### src/rtl/regfile_port_arbiter.sv
// rtl/regfile_port_arbiter.sv - two-requester round-robin front end for a 1R1W register file with clear sequencer
module regfile_port_arbiter #(
    parameter int width = 32,
    parameter int n     = 5,
    parameter int size  = 32
) (
    input  logic             CLK,
    input  logic             RST,
    input  logic             REQ0_VALID,
    input  logic             REQ0_WRITE,
    input  logic [n-1:0]     REQ0_INDEX,
    input  logic [width-1:0] REQ0_DATA,
    output logic             REQ0_READY,
    input  logic             REQ1_VALID,
    input  logic             REQ1_WRITE,
    input  logic [n-1:0]     REQ1_INDEX,
    input  logic [width-1:0] REQ1_DATA,
    output logic             REQ1_READY,
    output logic             RESP0_VALID,
    output logic [width-1:0] RESP0_DATA,
    output logic             RESP1_VALID,
    output logic [width-1:0] RESP1_DATA,
    output logic [n-1:0]     RF_READ_INDEX,
    input  logic [width-1:0] RF_READ_DATA,
    output logic             RF_WRITE_EN,
    output logic [n-1:0]     RF_WRITE_INDEX,
    output logic [width-1:0] RF_WRITE_DATA,
    input  logic             CLEAR,
    output logic             CLEAR_DONE
);

    localparam logic ST_CLR   = 1'b0;
    localparam logic ST_SERVE = 1'b1;

    localparam logic [n:0]   size_lim = (n+1)'(size);
    localparam logic [n-1:0] last_idx = n'(size - 1);

    logic             state;
    logic [n-1:0]     cnt;
    logic             rr;
    logic             resp0_v, resp1_v;
    logic [width-1:0] resp0_d, resp1_d;

    logic             arb, grant0, grant1, any_grant;
    logic             sel_write, in_range;
    logic [n-1:0]     sel_index;
    logic [width-1:0] sel_data;

    // Grants are withheld whenever reset is high or a clear is being requested.
    always_comb begin
        arb       = (state == ST_SERVE) && !RST && !CLEAR;
        grant0    = arb && REQ0_VALID && (!REQ1_VALID || !rr);
        grant1    = arb && REQ1_VALID && (!REQ0_VALID || rr);
        any_grant = grant0 || grant1;
        sel_write = grant0 ? REQ0_WRITE : REQ1_WRITE;
        sel_index = grant0 ? REQ0_INDEX : REQ1_INDEX;
        sel_data  = grant0 ? REQ0_DATA  : REQ1_DATA;
        in_range  = {1'b0, sel_index} < size_lim;
    end

    always_comb begin
        RF_READ_INDEX  = '0;
        RF_WRITE_EN    = 1'b0;
        RF_WRITE_INDEX = '0;
        RF_WRITE_DATA  = '0;
        if (state == ST_CLR && !RST) begin
            RF_WRITE_EN    = 1'b1;
            RF_WRITE_INDEX = cnt;
        end else if (any_grant && sel_write) begin
            RF_WRITE_EN    = in_range;
            RF_WRITE_INDEX = in_range ? sel_index : '0;
            RF_WRITE_DATA  = in_range ? sel_data : '0;
        end else if (any_grant) begin
            RF_READ_INDEX = sel_index;
        end
    end

    always_ff @(posedge CLK) begin
        if (RST) begin
            state   <= ST_CLR;
            cnt     <= '0;
            rr      <= 1'b0;
            resp0_v <= 1'b0;
            resp1_v <= 1'b0;
            resp0_d <= '0;
            resp1_d <= '0;
        end else begin
            resp0_v <= grant0 && !REQ0_WRITE;
            resp1_v <= grant1 && !REQ1_WRITE;
            if (grant0 && !REQ0_WRITE)
                resp0_d <= in_range ? RF_READ_DATA : '0;
            if (grant1 && !REQ1_WRITE)
                resp1_d <= in_range ? RF_READ_DATA : '0;
            if (any_grant)
                rr <= grant0;
            if (state == ST_CLR) begin
                if (cnt == last_idx) begin
                    state <= ST_SERVE;
                    cnt   <= '0;
                end else begin
                    cnt <= cnt + 1'b1;
                end
            end else if (CLEAR) begin
                state <= ST_CLR;
                cnt   <= '0;
            end
        end
    end

    assign REQ0_READY  = grant0;
    assign REQ1_READY  = grant1;
    assign RESP0_VALID = resp0_v;
    assign RESP1_VALID = resp1_v;
    assign RESP0_DATA  = resp0_d;
    assign RESP1_DATA  = resp1_d;
    assign CLEAR_DONE  = (state == ST_SERVE);

endmodule

### config.mk
export PLATFORM = sky130hd
export DESIGN_NAME = regfile_port_arbiter
export DESIGN_NICKNAME = d
export VERILOG_FILES = /design/src/rtl/regfile_port_arbiter.sv
export SDC_FILE = /design/constraint.sdc
export NUM_CORES = 1
export LEC_CHECK = 0
export CAP_MARGIN = 20
export CORE_UTILIZATION = 40
export DETAILED_ROUTE_END_ITERATION = 10
export PLACE_DENSITY = 0.9
export SLEW_MARGIN = 20
export SYNTH_ARGS = -nofsm -noshare
export SYNTH_HDL_FRONTEND = slang
export SYNTH_SLANG_ARGS = --single-unit
export TNS_END_PERCENT = 20
### constraint.sdc
create_clock -name CLK -period 5.9 [get_ports CLK]
set_input_delay 1.77 -clock CLK [delete_from_list [all_inputs] [get_ports CLK]]
set_output_delay 1.77 -clock CLK [all_outputs]
set_load 0.03 [all_outputs]
==> impl_metrics.tcl <==
set metrics [dict create \
    status "completed" \
    path_buf_inv 4 \
    worst_path_most_repeated_cell "buf_4" \
    period_needed_ns 5.54 \
    path_cells "clkdlybuf4s50_1, a21boi_2, buf_4, nand3_1, buf_4, a22oi_1, buf_4" \
    row_count 35 \
    gp_congestion 0.965 \
    critPathSlowestCell "clkdlybuf4s50_1" \
    vias_per_cell 5.39 \
    synth-seq-cells 73 \
    diodes 0 \
    antenna_found_initial 0 \
    area_delta_synth_final_pct 65.0 \
    powerDensity_nw_per_um2 162 \
    h-tree-depth 3 \
    yosysWarnings 0 \
    clock-sinks 73 \
    hold_violations 0 \
    ys_seq_area_share_pct 38.6 \
    dr_total_vias 3889 \
    drc 0 \
    grt_max_degree 73 \
    syn_area_per_cell_sq_um 9.62 \
    hold_class "flop to flop" \
    fin_setup_tns_ns 0 \
    routed_wl_microns 12900 \
    dp_hpwl_microns 9550 \
    dp_slack_ns 0.363 \
    hp-start "cnt[4]$_SDFFE_PP0P_" \
    synth.distinct_cells 35 \
    timing.hold.ws_ns 0.516 \
    wl_per_cell_microns 17.9 \
    die-area_sq_um 9860 \
    max_freq_ghz 0.181 \
    total_power_w 0.00101 \
    overflow 0 \
    core_sq_um 9200 \
    vdd_drop_max_mv 0.178 \
    rsz0062_at_grt "no" \
    required_ns 4.13 \
    drtPass1Iterations 4 \
    crit_arrival_ns 3.77 \
    cap_violations 0 \
    cp-start-kind "primary input" \
    clock_skew_ns 0.00373 \
    fin_util_pct 68.0 \
    grt_pass1_vias 3869 \
    p_leak_nw 2.46 \
    tightestPinTransition_ns 0.741 \
    post_cts.repair.setup_buffers 0 \
    synthesis.nets 509 \
    grt_pass1_wl_microns 19300 \
    cts_tree "done" \
    synth_area_sq_um 3790 \
    cp_slowest_stage_delay_ns 0.53 \
    clk-insertion-delay-late_ns 0.34 \
    crit_path_max_fanout 33 \
    fill_cells 704 \
    syn_inst 394 \
    cts-root-buf "clkbuf_8" \
    crit_family "buffers and inverters" \
    drt_iter0_drc 198 \
    die_h_microns 99.3 \
    r2r-start "CLEAR_DONE$_SDFF_PP0_" \
    numPortBuffers 224 \
    cts_resized 0 \
    relSlewSlack_pct 50.6 \
    hold_buffers 0 \
    start_util_pct 41.2 \
    dieWidth_microns 99.3 \
    drive_above_1_share_pct 21.0 \
    slew_viol_final 0 \
    final_nets 720 \
    globalRouteTotalUtil_pct 25.0 \
    setup_violations 0 \
    clockBufferDepth 2 \
    cts.reportedPaths.clkPinSlew_ns 0.08 \
    crit_type "primary input to output port" \
    pin_count 225 \
    end_kind "output port" \
    cts_inserted_buffers 9 \
    ant_nets 0 \
    setup_slack_ns 0.362 \
    crit_path_start "REQ1_VALID" \
    min_period_over_period_pct 93.9 \
]
[cell usage after synthesis, drive strengths merged]
| cell type | number | area (sq um) |
|---|---|---|
| a2111oi | 1 | 8.76 |
| a211oi | 1 | 7.51 |
| a21bo | 1 | 10.0 |
| a21boi | 1 | 7.51 |
| a21oi | 5 | 25.0 |
| a221o | 5 | 50.1 |
| a22o | 4 | 35.0 |
| a22oi | 32 | 240 |
| a311oi | 1 | 8.76 |
| and2 | 5 | 31.3 |
| and3 | 3 | 18.8 |
| buf | 12 | 121 |
| clkbuf | 25 | 93.8 |
| dfxtp | 73 | 1460 |
| ha | 2 | 25.0 |
| inv | 1 | 3.75 |
| mux2 | 64 | 721 |
| nand2 | 1 | 3.75 |
| nand2b | 3 | 18.8 |
| nand3 | 34 | 170 |
| nand3b | 3 | 22.5 |
| nand4 | 2 | 12.5 |
| nor2 | 4 | 15.0 |
| nor2b | 66 | 413 |
| nor3 | 5 | 36.3 |
| nor3b | 1 | 12.5 |
| nor4b | 1 | 15.0 |
| o21ai | 34 | 170 |
| o32ai | 1 | 8.76 |
| or3 | 2 | 12.5 |
| or3b | 1 | 8.76 |
[cell type report]
class | count | area [sq um] | share of cell area (%)
repair buffers | 237 | 2310 | 37.0
multi-input cells | 283 | 2130 | 34.0
flip-flops and latches | 73 | 1460 | 23.4
well taps | 111 | 139 | 2.22
clock buffers | 10 | 138 | 2.20
clock inverters | 6 | 66.3 | 1.06
inverters | 1 | 3.75 | 0.0601
[logic make-up (layout without fill, tap and decap cells)]
| kind of cell | count (synthesis) | in the layout | synth area share [%] |
|---|---|---|---|
| and+or+nand+nor | 131 | 131 | 20.9 |
| DFF | 73 | 73 | 38.6 |
| adders and majority gates | 2 | 2 | 0.660 |
| muxes | 64 | 64 | 19.0 |
| AOI/OAI and AO/OA | 86 | 86 | 15.1 |
| buffers and inverters | 38 | 254 | 5.78 |
[placed cells by master (no fill, tap or decap), drive strengths merged, types with 3 or more instances in the layout]
master         count
clkdlybuf4s50    180
dfxtp             73
nor2b             66
mux2              64
buf               57
nand3             34
o21ai             34
a22oi             32
clkbuf            10
and2               5
a221o              5
a21oi              5
nor3               5
nor2               4
a22o               4
and3               3
nand2b             3
nand3b             3
clkinvlp           3
[layer usage]
layer,part of all wire (%),vias to the layer above,track usage [%]
met5,0,-,0
met4,4.0,0,14.0
met3,9.4,36,8.22
met2,50,187,45.0
met1,37,1826,25.4
li1,-,1840,-
[worst paths after layout]
path | endpoint | slack (ns) | cells past startpoint
hold / removal | cnt[4]$_SDFFE_PP0P_ | 0.52 | 2
hold reg to reg | cnt[4]$_SDFFE_PP0P_ | 0.52 | 2
setup / recovery | RF_WRITE_DATA[0] | 0.36 | 7
setup reg to reg | RESP1_DATA[21]$_SDFFE_PP0P_ | 3.27 | 5
[through the flow]
step	instance area (sq um)	cells
3_5_place_dp	6050	705
4_1_cts	6250	721
3_3_place_gp	6050	705
2_1_floorplan	3790	394
5_1_grt	6250	721
6_report	6250	721
[sequential cells by signal (all words and copies together) (netlist names)]
register,flops
rr,1
RESP1_DATA,32
RESP0_DATA,32
RESP0_VALID,1
CLEAR_DONE,1
cnt,5
RESP1_VALID,1
[report_power, final]
part	switching, W	leakage (nW)	internal (W)
combinational	0.0000438	1.78	0.0000755
clock	0.000190	0.0949	0.000207
sequential	0.00000242	0.588	0.000494
total	0.000236	2.46	0.000777
[tightest hold or removal path, cell delays in order, from the launching register on]
cell and delay (ns):
dfxtp_1 0.33, nand3b_1 0.08, a21oi_1 0.06
(Power assumes the default switching activity.)
